$ cat config.mk
export PLATFORM = sky130hd
export DESIGN_NAME = pe_stream_controller_flat
export DESIGN_NICKNAME = d
export VERILOG_FILES = /design/src/rtl/pe_stream_controller_if.sv /design/src/rtl/pe_stream_controller.sv /design/src/flat_wrapper.sv
export SDC_FILE = /design/constraint.sdc
export NUM_CORES = 1
export LEC_CHECK = 0
export ABC_AREA = 1
export BUFFER_PORTS_ARGS = -buffer_cell sky130_fd_sc_hd__buf_2
export CAP_MARGIN = 20
export CORE_AREA = 2 2 54 56
export DETAILED_ROUTE_END_ITERATION = 6
export DIE_AREA = 0 0 56 58
export PLACE_DENSITY_LB_ADDON = 0.1
export SLEW_MARGIN = 25
export SYNTH_ARGS = -nofsm -noshare
export SYNTH_HDL_FRONTEND = slang
export SYNTH_SLANG_ARGS = --single-unit
$ cat constraint.sdc
create_clock -name clk -period 1.4 [get_ports clk]
set_input_delay 0.28 -clock clk [delete_from_list [all_inputs] [get_ports clk]]
set_output_delay 0.28 -clock clk [all_outputs]
set_load 0.05 [all_outputs]
$ cat src/rtl/pe_stream_controller_if.sv
// Handshake bundle between the PE stream controller (master) and its datapath (slave).
// Flags flow into the controller; strobes and enables flow out.
interface pe_stream_controller_if #(
  parameter int unsigned FILTER_ADDR_WIDTH = 8,
  parameter int unsigned NUM_CH            = 4
);
  localparam int unsigned CH_W = (NUM_CH > 1) ? $clog2(NUM_CH) : 1;

  // datapath -> controller
  logic                         start;
  logic                         if_empty;
  logic [FILTER_ADDR_WIDTH-1:0] filter_waddr;
  logic                         sp_valid;
  logic                         data_stall;
  logic                         go_next_stride;
  logic                         stride_ended;
  logic                         go_next_filter;
  logic                         is_last_filter;
  logic                         f_co;
  logic                         psum_w_co;
  logic                         psum_valid;
  logic [1:0]                   wr_resp;
  logic                         error;

  // controller -> datapath
  logic                         chip_en;
  logic                         global_rst;
  logic                         en_p_traverse;
  logic                         pipe_adv;
  logic                         mult_en;
  logic                         ld_result;
  logic                         rst_f_counter;
  logic                         next_stride;
  logic                         next_filter;
  logic                         next_start;
  logic                         rst_if_ctx;
  logic                         psum_ren;
  logic                         wr_req;
  logic                         next_psum_waddr;
  logic [CH_W-1:0]              ch_idx;
  logic                         done;
  logic                         stall;

  modport master (
    input  start, if_empty, filter_waddr, sp_valid, data_stall,
           go_next_stride, stride_ended, go_next_filter, is_last_filter,
           f_co, psum_w_co, psum_valid, wr_resp, error,
    output chip_en, global_rst, en_p_traverse, pipe_adv, mult_en, ld_result,
           rst_f_counter, next_stride, next_filter, next_start, rst_if_ctx,
           psum_ren, wr_req, next_psum_waddr, ch_idx, done, stall
  );

  modport slave (
    output start, if_empty, filter_waddr, sp_valid, data_stall,
           go_next_stride, stride_ended, go_next_filter, is_last_filter,
           f_co, psum_w_co, psum_valid, wr_resp, error,
    input  chip_en, global_rst, en_p_traverse, pipe_adv, mult_en, ld_result,
           rst_f_counter, next_stride, next_filter, next_start, rst_if_ctx,
           psum_ren, wr_req, next_psum_waddr, ch_idx, done, stall
  );
endinterface

$ cat src/rtl/pe_stream_controller.sv
// Sequencer for one PE convolution job: pipeline fill, filter sweep, psum read-modify-write
// per channel, with a sticky FAULT state that only reset clears.
module pe_stream_controller #(
  parameter int unsigned FILTER_ADDR_WIDTH = 8,
  parameter int unsigned NUM_CH            = 4,
  parameter int unsigned PIPE_DEPTH        = 2
) (
  input logic                    clk,
  input logic                    reset,
  pe_stream_controller_if.master bus
);

  localparam int unsigned CH_W   = (NUM_CH > 1) ? $clog2(NUM_CH) : 1;
  localparam int unsigned FILL_W = 4;

  localparam logic [CH_W-1:0]              LAST_CH   = CH_W'(NUM_CH - 1);
  localparam logic [FILL_W-1:0]            FILL_LAST = FILL_W'(PIPE_DEPTH - 1);
  localparam logic [FILTER_ADDR_WIDTH-1:0] NO_FILTER = '0;

  typedef enum logic [3:0] {
    StIdle,
    StArm,
    StWaitData,
    StFindSp,
    StFill,
    StRun,
    StPsumAddr,
    StPsumRd,
    StPsumWr,
    StNextIf,
    StUpdateSp,
    StNextCh,
    StFinish,
    StFault
  } state_e;

  state_e            r_state;
  logic [CH_W-1:0]   r_ch_idx;
  logic [FILL_W-1:0] r_fill_cnt;
  logic              r_wr_issued;

  logic w_freeze;
  logic w_run;
  logic w_data_ready;
  logic w_wr_ok;
  logic w_wr_fault;
  logic w_last_filter;

  assign w_freeze      = bus.data_stall | ~bus.sp_valid;
  assign w_run         = ~w_freeze & ~bus.f_co;
  assign w_data_ready  = ~bus.if_empty & (bus.filter_waddr != NO_FILTER);
  assign w_wr_ok       = (bus.wr_resp == 2'b01);
  assign w_wr_fault    = bus.wr_resp[1];
  assign w_last_filter = bus.is_last_filter & bus.go_next_filter;

  always_ff @(posedge clk or posedge reset) begin
    if (reset) begin
      r_state     <= StIdle;
      r_ch_idx    <= '0;
      r_fill_cnt  <= '0;
      r_wr_issued <= 1'b0;
    end else begin
      // Marks every PSUM_WR cycle after the first so wr_req fires once per visit.
      r_wr_issued <= (r_state == StPsumWr);
      if (bus.error && (r_state != StIdle)) begin
        r_state <= StFault;
      end else begin
        unique case (r_state)
          StIdle: begin
            if (bus.start) r_state <= StArm;
          end
          StArm: begin
            if (!bus.start) r_state <= StWaitData;
          end
          StWaitData: begin
            if (w_data_ready) r_state <= StFindSp;
          end
          StFindSp: begin
            if (bus.sp_valid) begin
              r_fill_cnt <= '0;
              r_state    <= StFill;
            end
          end
          StFill: begin
            if (!w_freeze) begin
              r_fill_cnt <= r_fill_cnt + 4'd1;
              if (r_fill_cnt == FILL_LAST) r_state <= StRun;
            end
          end
          StRun: begin
            // Last-filter wrap wins even over a frozen pipeline.
            if (w_last_filter)  r_state <= StNextIf;
            else if (w_freeze)  r_state <= StRun;
            else if (bus.f_co)  r_state <= StPsumAddr;
          end
          StNextIf: begin
            r_state <= StUpdateSp;
          end
          StUpdateSp: begin
            r_state <= StRun;
          end
          StPsumAddr: begin
            // Channel 0 has no prior partial sum to accumulate onto.
            if (r_ch_idx == '0) r_state <= StPsumWr;
            else                r_state <= StPsumRd;
          end
          StPsumRd: begin
            if (bus.psum_valid) r_state <= StPsumWr;
          end
          StPsumWr: begin
            if (w_wr_fault) begin
              r_state <= StFault;
            end else if (w_wr_ok) begin
              if (!bus.psum_w_co)        r_state <= StRun;
              else if (r_ch_idx != LAST_CH) r_state <= StNextCh;
              else                       r_state <= StFinish;
            end
          end
          StNextCh: begin
            r_ch_idx <= r_ch_idx + CH_W'(1);
            r_state  <= StWaitData;
          end
          StFinish: begin
            r_ch_idx <= '0;
            r_state  <= StIdle;
          end
          StFault: begin
            r_state <= StFault;
          end
          default: begin
            r_state <= StIdle;
          end
        endcase
      end
    end
  end

  always_comb begin
    bus.chip_en         = (r_state != StIdle);
    bus.global_rst      = 1'b0;
    bus.en_p_traverse   = 1'b0;
    bus.pipe_adv        = 1'b0;
    bus.mult_en         = 1'b0;
    bus.ld_result       = 1'b0;
    bus.rst_f_counter   = 1'b0;
    bus.next_stride     = 1'b0;
    bus.next_filter     = 1'b0;
    bus.next_start      = 1'b0;
    bus.rst_if_ctx      = 1'b0;
    bus.psum_ren        = 1'b0;
    bus.wr_req          = 1'b0;
    bus.next_psum_waddr = 1'b0;
    bus.done            = 1'b0;
    bus.stall           = 1'b0;
    bus.ch_idx          = r_ch_idx;
    unique case (r_state)
      StArm: begin
        bus.global_rst = 1'b1;
      end
      StFindSp: begin
        bus.en_p_traverse = ~bus.sp_valid;
      end
      StFill: begin
        // The first advance only primes the pipe; nothing valid to multiply yet.
        bus.pipe_adv = ~w_freeze;
        bus.mult_en  = ~w_freeze & (r_fill_cnt != '0);
      end
      StRun: begin
        bus.pipe_adv    = w_run;
        bus.mult_en     = w_run;
        bus.ld_result   = w_run;
        bus.next_stride = w_run & bus.go_next_stride & ~bus.stride_ended;
        bus.next_filter = ~w_freeze & bus.go_next_filter & ~bus.is_last_filter;
      end
      StPsumAddr: begin
        bus.rst_f_counter = 1'b1;
      end
      StPsumRd: begin
        bus.psum_ren = ~bus.psum_valid;
      end
      StPsumWr: begin
        bus.wr_req          = ~r_wr_issued;
        bus.next_psum_waddr = w_wr_ok;
      end
      StNextIf: begin
        bus.rst_if_ctx = 1'b1;
      end
      StUpdateSp: begin
        bus.next_start = 1'b1;
      end
      StNextCh: begin
        bus.rst_if_ctx = 1'b1;
      end
      StFinish: begin
        bus.done = 1'b1;
      end
      StFault: begin
        bus.stall = 1'b1;
      end
      default: begin
      end
    endcase
  end

endmodule
$ cat src/flat_wrapper.sv
// flat-port wrapper written by rule: the top's interface ports become plain ports
module pe_stream_controller_flat 
#(
  parameter int unsigned FILTER_ADDR_WIDTH = 8,
  parameter int unsigned NUM_CH            = 4,
  parameter int unsigned PIPE_DEPTH        = 2
)
  (clk, reset, bus_start, bus_if_empty, bus_filter_waddr, bus_sp_valid, bus_data_stall, bus_go_next_stride, bus_stride_ended, bus_go_next_filter, bus_is_last_filter, bus_f_co, bus_psum_w_co, bus_psum_valid, bus_wr_resp, bus_error, bus_chip_en, bus_global_rst, bus_en_p_traverse, bus_pipe_adv, bus_mult_en, bus_ld_result, bus_rst_f_counter, bus_next_stride, bus_next_filter, bus_next_start, bus_rst_if_ctx, bus_psum_ren, bus_wr_req, bus_next_psum_waddr, bus_ch_idx, bus_done, bus_stall);
  pe_stream_controller_if #(.FILTER_ADDR_WIDTH(FILTER_ADDR_WIDTH), .NUM_CH(NUM_CH)) bus_i ();
  input logic clk;
  input logic reset;
  input wire logic [$bits(bus_i.start)-1:0] bus_start;
  input wire logic [$bits(bus_i.if_empty)-1:0] bus_if_empty;
  input wire logic [$bits(bus_i.filter_waddr)-1:0] bus_filter_waddr;
  input wire logic [$bits(bus_i.sp_valid)-1:0] bus_sp_valid;
  input wire logic [$bits(bus_i.data_stall)-1:0] bus_data_stall;
  input wire logic [$bits(bus_i.go_next_stride)-1:0] bus_go_next_stride;
  input wire logic [$bits(bus_i.stride_ended)-1:0] bus_stride_ended;
  input wire logic [$bits(bus_i.go_next_filter)-1:0] bus_go_next_filter;
  input wire logic [$bits(bus_i.is_last_filter)-1:0] bus_is_last_filter;
  input wire logic [$bits(bus_i.f_co)-1:0] bus_f_co;
  input wire logic [$bits(bus_i.psum_w_co)-1:0] bus_psum_w_co;
  input wire logic [$bits(bus_i.psum_valid)-1:0] bus_psum_valid;
  input wire logic [$bits(bus_i.wr_resp)-1:0] bus_wr_resp;
  input wire logic [$bits(bus_i.error)-1:0] bus_error;
  output wire logic [$bits(bus_i.chip_en)-1:0] bus_chip_en;
  output wire logic [$bits(bus_i.global_rst)-1:0] bus_global_rst;
  output wire logic [$bits(bus_i.en_p_traverse)-1:0] bus_en_p_traverse;
  output wire logic [$bits(bus_i.pipe_adv)-1:0] bus_pipe_adv;
  output wire logic [$bits(bus_i.mult_en)-1:0] bus_mult_en;
  output wire logic [$bits(bus_i.ld_result)-1:0] bus_ld_result;
  output wire logic [$bits(bus_i.rst_f_counter)-1:0] bus_rst_f_counter;
  output wire logic [$bits(bus_i.next_stride)-1:0] bus_next_stride;
  output wire logic [$bits(bus_i.next_filter)-1:0] bus_next_filter;
  output wire logic [$bits(bus_i.next_start)-1:0] bus_next_start;
  output wire logic [$bits(bus_i.rst_if_ctx)-1:0] bus_rst_if_ctx;
  output wire logic [$bits(bus_i.psum_ren)-1:0] bus_psum_ren;
  output wire logic [$bits(bus_i.wr_req)-1:0] bus_wr_req;
  output wire logic [$bits(bus_i.next_psum_waddr)-1:0] bus_next_psum_waddr;
  output wire logic [$bits(bus_i.ch_idx)-1:0] bus_ch_idx;
  output wire logic [$bits(bus_i.done)-1:0] bus_done;
  output wire logic [$bits(bus_i.stall)-1:0] bus_stall;
  assign bus_i.start = bus_start;
  assign bus_i.if_empty = bus_if_empty;
  assign bus_i.filter_waddr = bus_filter_waddr;
  assign bus_i.sp_valid = bus_sp_valid;
  assign bus_i.data_stall = bus_data_stall;
  assign bus_i.go_next_stride = bus_go_next_stride;
  assign bus_i.stride_ended = bus_stride_ended;
  assign bus_i.go_next_filter = bus_go_next_filter;
  assign bus_i.is_last_filter = bus_is_last_filter;
  assign bus_i.f_co = bus_f_co;
  assign bus_i.psum_w_co = bus_psum_w_co;
  assign bus_i.psum_valid = bus_psum_valid;
  assign bus_i.wr_resp = bus_wr_resp;
  assign bus_i.error = bus_error;
  assign bus_chip_en = bus_i.chip_en;
  assign bus_global_rst = bus_i.global_rst;
  assign bus_en_p_traverse = bus_i.en_p_traverse;
  assign bus_pipe_adv = bus_i.pipe_adv;
  assign bus_mult_en = bus_i.mult_en;
  assign bus_ld_result = bus_i.ld_result;
  assign bus_rst_f_counter = bus_i.rst_f_counter;
  assign bus_next_stride = bus_i.next_stride;
  assign bus_next_filter = bus_i.next_filter;
  assign bus_next_start = bus_i.next_start;
  assign bus_rst_if_ctx = bus_i.rst_if_ctx;
  assign bus_psum_ren = bus_i.psum_ren;
  assign bus_wr_req = bus_i.wr_req;
  assign bus_next_psum_waddr = bus_i.next_psum_waddr;
  assign bus_ch_idx = bus_i.ch_idx;
  assign bus_done = bus_i.done;
  assign bus_stall = bus_i.stall;
  pe_stream_controller #(.FILTER_ADDR_WIDTH(FILTER_ADDR_WIDTH), .NUM_CH(NUM_CH), .PIPE_DEPTH(PIPE_DEPTH)) u_core (.clk(clk), .reset(reset), .bus(bus_i));
endmodule
# After elaboration in Yosys (flattened, before gate mapping)
# Cells that the tools add are included.
# totals
reg_bits	11
input_bits	24
word_cells	99
# op_classes
n_addsub	2
eq_ne	27
mux	36
bitwise	18
n_reduce_logical	12
# ops
operator	n
two-way mux 4 bit	17
one-hot mux 4 bit (13 select lines)	1
equality test 4 bit, second input constant	6
equality test 4 x 3 -> 1 bit, second input constant	4
two-way mux 1 bit	13
inequality test 3 x 2 -> 1 bit, second input constant	4
NOT 1 bit	9
AND reduction 9 bit	1
bitwise AND 1 bit	8
equality test 4 x 1 -> 1 bit, second input constant	2
equality test 4 x 2 -> 1 bit, second input constant	2
one-hot mux 4 bit (2 select lines)	1
nonzero test 4 bit	2
nonzero test 8 bit	1
inequality test 2 bit, second input constant	3
inequality test 3 x 1 -> 1 bit, second input constant	2
inequality test 5 x 2 -> 1 bit, second input constant	1
adder 4 x 1 -> 4 bit, second input constant	1
zero test 4 bit	1
inequality test 4 x 3 -> 1 bit, second input constant	1
one-hot mux 1 bit (2 select lines)	2
one-hot mux 2 bit (2 select lines)	1
AND reduction 4 bit	1
nonzero test 2 bit	2
other kinds (9)	9

# Longest topological paths before layout
# Gate-level depths: netlist (run 1).
# logic_depth
depth_word	7
ltp_mapped	11

# Worst setup path before layout (run 1)
# No wires, ideal clock.
# synth_path
path_kind	reg2out
from	reg u_core.r_state[2]
to	out bus_next_stride
arrival_ps	2010
t_required_ps	1120
slack_ps	-890
path_stages_with_launch	5
cell_sequence	dfrtp_1 nand2_4 nor2_4 nand2_1 nor3b_1
# synth_between
elab_chain_cells	2
# synth_lines
item	line	source
start, declared	pe_stream_controller.sv:37	state_e r_state;
start signal, assigned	pe_stream_controller.sv:58	r_state <= StIdle;
start signal, assigned	pe_stream_controller.sv:66	r_state <= StFault;
start signal, assigned	pe_stream_controller.sv:70	if (bus.start) r_state <= StArm;
equality test 4 x 3 -> 1 bit	pe_stream_controller.sv:156	unique case (r_state)
two-way mux 1 bit	pe_stream_controller.sv:156	
end, declared	flat_wrapper.sv:33	output wire logic [$bits(bus_i.next_stride)-1:0] bus_next_stride;
# No other way between the ends.

# Worst setup path in the final report (run 1)
# layout_path
from	reg u_core.r_state[1]
to	out bus_next_stride
# Same word-level chain as after synthesis.

==> results of run 1 <==
==> where the power goes <==
group / internal (µW) / switching (µW) / total (µW)
logic: 1580 / 1990 / 3570
registers: 467 / 153 / 620
clock network: 106 / 126 / 232
total: 2150 / 2270 / 4420
==> kinds of logic after synthesis <==
kind of cell               synth area share
buffers and inverters                 0.115
adders and majority gates            0.0565
AOI/OAI and AO/OA                    0.0757
and+or+nand+nor                       0.496
DFF                                   0.249
xor gates and xnor gates            0.00791
==> final cells by class <==
class | instances | area (µm²) | area share
inverter | 34 | 145 | 0.0633
multi-input combinational | 135 | 966 | 0.421
timing repair buffer | 96 | 835 | 0.364
clock buffer | 3 | 22.5 | 0.00983
tap | 31 | 38.8 | 0.0169
sequential | 11 | 280 | 0.122
clock inverter | 1 | 5.00 | 0.00218
==> Yosys cell counts (all sizes together) <==
cell   count  area [µm²]
nor3b      2        15.0
o21ai     13        68.8
and2       1        6.26
nor2      33         161
or4        1        7.51
ha         5        62.6
nand4      4        25.0
nand2     48         205
a21oi      3        15.0
xor2       1        8.76
nand3     19         100
or2        3        18.8
dfrtp     11         275
inv       34         128
nor3       2        10.0
==> what timing repair did <==
item	in CTS	in global routing
endpoints found under the hold margin	0	0
gates resized for setup	79	32
buffers inserted	12	8
pin swaps	20	26
setup endpoints to repair	26	26
==> worst max path at each step <==
stage | from | endpoint | cells after the start
after detailed placement | u_core.r_state[0] | bus_mult_en | 8
final | u_core.r_state[1] | bus_next_stride | 6
after floorplan | u_core.r_state[3] | bus_next_stride | 5
after global placement | u_core.r_state[0] | bus_mult_en | 8
after global routing | u_core.r_state[3] | bus_mult_en | 8
after CTS | u_core.r_state[3] | bus_mult_en | 8
==> through the flow <==
| stage | total power [µW] | cell area [µm²] | TNS, ps | hold WS [ps] |
|---|---|---|---|---|
| 6_report | 4420 | 2290 | -7180 | 5.64 |
| 4_1_cts | 3840 | 2100 | -6310 | 0.282 |
| 3_3_place_gp | 2990 | 1740 | -1750 | 291 |
| 3_5_place_dp | 3030 | 1740 | -2310 | 301 |
| 5_1_grt | 4670 | 2290 | -8760 | 24.4 |
| 2_1_floorplan | 2060 | 1200 | -1450 | 132 |
==> flip-flops by register name, indices dropped and copies added, names as in the netlist <==
signal              count
u_core.r_fill_cnt       4
u_core.r_state          4
u_core.bus.ch_idx       2
u_core.r_wr_issued      1
==> critical path, delay by kind of cell, from the launching register on <==
kind | cells | cell delay, ps
simple gates | 4 | 510
buf+inv | 2 | 290
flops | 1 | 420
==> routing by layer <==
layer  up-vias  track usage
met5         -            0
met4         0       0.0306
met3        12       0.0402
met2        87        0.481
met1       775        0.329
li1        767            -
==> impl_results.md, run 1 <==
* # rows at 19
* Fraction of final layout cells with drive strength greater than 1 at 0.618
* Reported max-cap violation count at 0
* Commonest non-fill, non-tap cell in the layout: buf_4
* Wire per inst at 15.7 µm
* Initial DRT Pass Iterations at 5
* Critical-path maximum fanout at 3
* M1 WL at between 1500 and 2000 µm
* Iteration-0 DRC Markers at 93
* CP max-delay cell: dfrtp_1
* Post-Syn Nets at between 200 and 250
* Sequential share of the synthesized area at 0.249
* Yosys cell types at 24
* RePlAce Congestion at 0.900
* ANT cells at 0
* Hold WC Path Type: in2async
* Port-buffer cells at a little over 40
* Setup-failing EPs final at 26
* WP data required at 1120 ps
* Clock buffer depth at 2
* Overflow after GRT at 0
* Min cycle time layout at 1790 ps
* Routed via count at 1641
* Clk_skew at 0.601 ps
* CTS tree: yes
* Unrepaired setup endpoints after global routing: true
* Placed Cells at 289
* Die ar. at between 0.003 and 0.004 mm²
* DRC at 0
* Worst-Skew Late Latency at between 200 and 300 ps
* R2r endpoint: u_core.r_fill_cnt[2]
* R2R Setup Slk at -280 ps
* Final ANT Viol Nets at 0
* CTS sink cnt at 11
* Vias per inst at between 5 and 6
* H-Tree Depth at 1
* Failing checks: setup timing
* Yosys Warn Count at 0
* Synth-to-layout area growth at 107%
* Total GRT Usage at 0.259
* Dpl ws at -215 ps
* Met3 WL at between 200 and 300 µm
* Worst EP arrival at 1510 ps
* Root Buffer: clkbuf_4
* Pwr dens at around 1900 mW/mm²
* Final Hold Fails at 0
* Cell chain of the critical path: inv_2 > nand2_1 > nor2_4 > nand2_4 > nor3b_4 > buf_6
* CTS buffer count at 3
* Syn Area/Cell at 6.15 µm²
* Cell area after synthesis at 0.00111 mm²
* Largest net degree at the start of global routing at 12
* Fillers at 148
* Final period util at 1.28
* F_max at around 560 MHz
* Top Ports at 42
* Worst-path clk slew at 80 ps
* Crit path launch type: flip-flop
* HPWL after DPL at 2830 µm
* Die height at 58 µm
* Cells after synthesis at 180
* Global-route wire length before repair at around 6700 µm
* Hold-fix buffers at CTS at 0
* Number of global-route vias before repair at roughly 1.5k
* Tightest Pin Transition at ~470 ps
* Seq cells post-synth at 11
* RR Startpoint: u_core.r_state[2]
* Core area at roughly 0.0027 mm²
* Worst setup margin at -388 ps
* Met2 routed WL at between 2000 and 3000 µm
* Final Slew Violations at 0
* Setup CP Type: reg2out
* Initial antenna violation count at 0
* Nets at 310
* Slew headroom at 0.686
* Post-Route WL at 4880 µm
* Leak at 0.00124 µW
* Most frequent cells in the layout: buf_4 (38), nand2_1 (27), buf_2 (25), buf_6 (23), nor2_1 (20)
* Status: complete, but fails checks
* Initial Util at 0.416
* Finished Core Util at 0.861
* Non-filler cells, final at 311
* Worst vdd ir at 1890 µV
* Worst-case reg-to-reg path depth at 9
* CP max stage delay at ~420 ps
* CP Capture Type: primary output
* Die width at 56 µm
* Top sig layer: met4
No activity file was read; power rests on OpenSTA's default activity.
==> inputs of run 2 (changes only) <==
CORE_AREA = 2 2 51 53   (was 2 2 54 56)
DIE_AREA = 0 0 53 55   (was 0 0 56 58)
clock period = 2.05 ns   (was 1.4 ns; I/O delays follow)
==> run 2 against run 1 <==
Compared with the run above: the flow now finishes without violations; global-route usage decreased by 5.3 points; clock skew rose by 7.2 ps; core utilization is 25 points lower; clock-buffer cell count is 1 higher; design area down 36%; register-to-register slack better by 660 ps; sequential power fell by 32%; flip-flop and latch count is the same; total power is 59% lower; routed wire length decreased by 41%; critical endpoint is now bus_mult_en; largest cell class unchanged.
==> impl_results.md, run 2 (synthesis gave the netlist of run 1 again) <==
* Storage element area at 278 µm² (-0.89%)
* Worst-case reg-to-reg path depth at 7 (-2)
* Initial DRT Pass Iterations at 4 (-1)
* Most frequent cells in the layout: nand2_1 (40), buf_2 (37), inv_1 (29), nor2_1 (24), nand3_1 (18)
* Crit path launch type: flip-flop
* Initial antenna violation count at 0 (unchanged)
* Critical-path maximum fanout at 6 (+3)
* Vias per inst at 4.85 (-8.1%)
* Pwr dens at 1250 mW/mm² (-35%)
* Number of global-route vias before repair at 1047 (-32%)
* Leak at 0.000848 µW (-31%)
* Overflow after GRT at 0 (unchanged)
* Port-buffer cells at 41 (unchanged)
* Finished Core Util at 0.616 (-0.245)
* HPWL after DPL at 2400 µm (-15%)
* GRT Max-Usage Layer: met2
* Worst setup path start: u_core.r_state[0]
* # rows at 18 (-1)
* Die height at 55 µm (-5.2%)
* CP endpoint: bus_mult_en
* Commonest non-fill, non-tap cell in the layout: nand2_1
* Sequential power share at 0.231 (+0.091)
* Sw Share at 0.572 (+0.0582)
* CP max-delay cell: dfrtp_2
* Tightest Pin Transition at 406 ps (-64.6 ps)
* Worst EP arrival at 1570 ps (+60 ps)
* Top Ports at 42 (unchanged)
* CTS buffer count at 3 (unchanged)
* Root Buffer: clkbuf_4
* Final ANT Viol Nets at 0 (unchanged)
* Switch Pwr at 1040 µW (-54%)
* ANT cells at 0 (unchanged)
* Reported max-cap violation count at 0 (unchanged)
* CTS tree: yes
* Worst-Skew Late Latency at 260 ps (-20 ps)
* Setup-failing EPs final at 0 (-100%)
* Global-route wire length before repair at 4430 µm (-34%)
* Worst hold margin at 121 ps (+116 ps)
* Post-Route WL at 2860 µm (-41%)
* Setup CP Type: reg2out
* Fraction of final layout cells with drive strength greater than 1 at 0.342 (-0.276)
* Routed via count at 1251 (-24%)
* CP max stage delay at 460 ps (+40 ps)
* Unrepaired setup endpoints after global routing: true
* F_max at 506 MHz
* Fin Setup TNS at 0 ps (+7180 ps)
* Clk_skew at 7.83 ps (+7.23 ps)
* Total GRT Usage at 0.207 (-0.0526)
* RePlAce Congestion at 0.934 (+3.8%)
* GRT met3 Usage at 0.00806 (-0.0321)
* RR Startpoint: u_core.r_state[2]
* Status: finished, final reports clean
* Worst-path clk slew at 70 ps (about the same)
* R2r endpoint: u_core.r_state[3]
* R2R Setup Slk at 380 ps (+660 ps)
* Clock group share of total power at 0.076 (+0.024)
* Iteration-0 DRC Markers at 26 (-72%)
* CP Capture Type: primary output
* Clock buffer depth at 2 (unchanged)
* M1 GR Usage at 0.299 (-0.0298)
* Nets at 258 (-17%)
* Die width at 53 µm (-5.4%)
* Combinational Power Share at 0.693 (-0.114)
* DRC at 0 (unchanged)
* Cell chain of the critical path: inv_2 > nand2_2 > nor2_4 > inv_2 > nor2_4 > inv_1 > o21ai_2 > buf_6
* WP data required at 1640 ps (+520 ps)
* Min cycle time layout at roughly 2000 ps
* Synth-to-layout area growth at 31.5%
* Die ar. at 0.00292 mm² (-10%)
* Slew headroom at 0.729 (+0.0431)
* Largest net degree at the start of global routing at 12 (unchanged)
* Grt met2 use at 0.321 (-0.160)
* H-Tree Depth at 1 (unchanged)
* Post-route total power at 1820 µW (-59%)
* Fillers at 228 (+54%)
* Hold WC Path Type: in2async
* Wire per inst at 11.1 µm (-29%)
* Final Hold Fails at 0 (unchanged)
* CTS sink cnt at 11 (unchanged)
* Multi-input gate area at 738 µm² (-24%)
* Final Slew Violations at 0 (unchanged)
* Initial Util at 0.468 (+0.0524)
* Int Pwr at 779 µW (-64%)
* Hold-fix buffers at CTS at 0 (unchanged)
* Worst vdd ir at 785 µV (-58%)
* Core area at 0.00236 mm² (-11%)
* Final period util at 0.965
-- run 2: final cells by class --
type                            instances  area share
Clock buffer                            4      0.0180
Inverter                               34      0.0876
Multi-Input combinational cell        135       0.507
Sequential cell                        11       0.191
Tap cell                               30      0.0258
Timing Repair Buffer                   44       0.171
-- run 2: worst min path at each step --
stage | startpoint | to | slack (ps) | cells past startpoint
after floorplan | reset | u_core.bus.ch_idx[0] | 260 | 1
after global placement | reset | u_core.r_fill_cnt[2] | 410 | 2
after detailed placement | reset | u_core.r_state[1] | 410 | 2
after CTS | reset | u_core.r_state[1] | 130 | 2
after global routing | reset | u_core.r_state[1] | 160 | 2
final | reset | u_core.r_state[1] | 120 | 2
-- run 2: critical path, delay by kind of cell, from the launching register on --
kind	cells	cell delay, ps
DFF	1	460
buffers and inverters	4	430
and+or+nand+nor	3	300
AOI/OAI and AO/OA	1	120
-- run 2: layer usage --
metal,up-vias,routed length (µm)
met2,45,1250
met3,6,160
met4,0,53
met1,534,1400
met5,-,0
li1,666,-
-- run 2: power by group through the flow --
stage / Clock [µW] / Combinational, µW / Sequential, µW
6_report: 139 / 1260 / 420
5_1_grt: 149 / 1390 / 435
4_1_cts: 145 / 1220 / 418
3_5_place_dp: 0 / 1200 / 419
3_3_place_gp: 0 / 1210 / 410
2_1_floorplan: 0 / 850 / 484
-- run 2: what timing repair did --
item | 4_1_cts | 5_1_grt
gates cloned | 0 | 0
buffers inserted | 0 | 1
resized for setup | 6 | 10
endpoints found under the setup margin | 3 | 5
-- run 2: through the flow --
stage / cells / worst slack (ps) / instance area, µm²
final: 258 / 72.6 / 1460
after global routing: 258 / -41.8 / 1460
after CTS: 257 / 11.4 / 1420
after detailed placement: 253 / 182 / 1380
after global placement: 253 / 229 / 1380
after floorplan: 180 / 97.1 / 1120
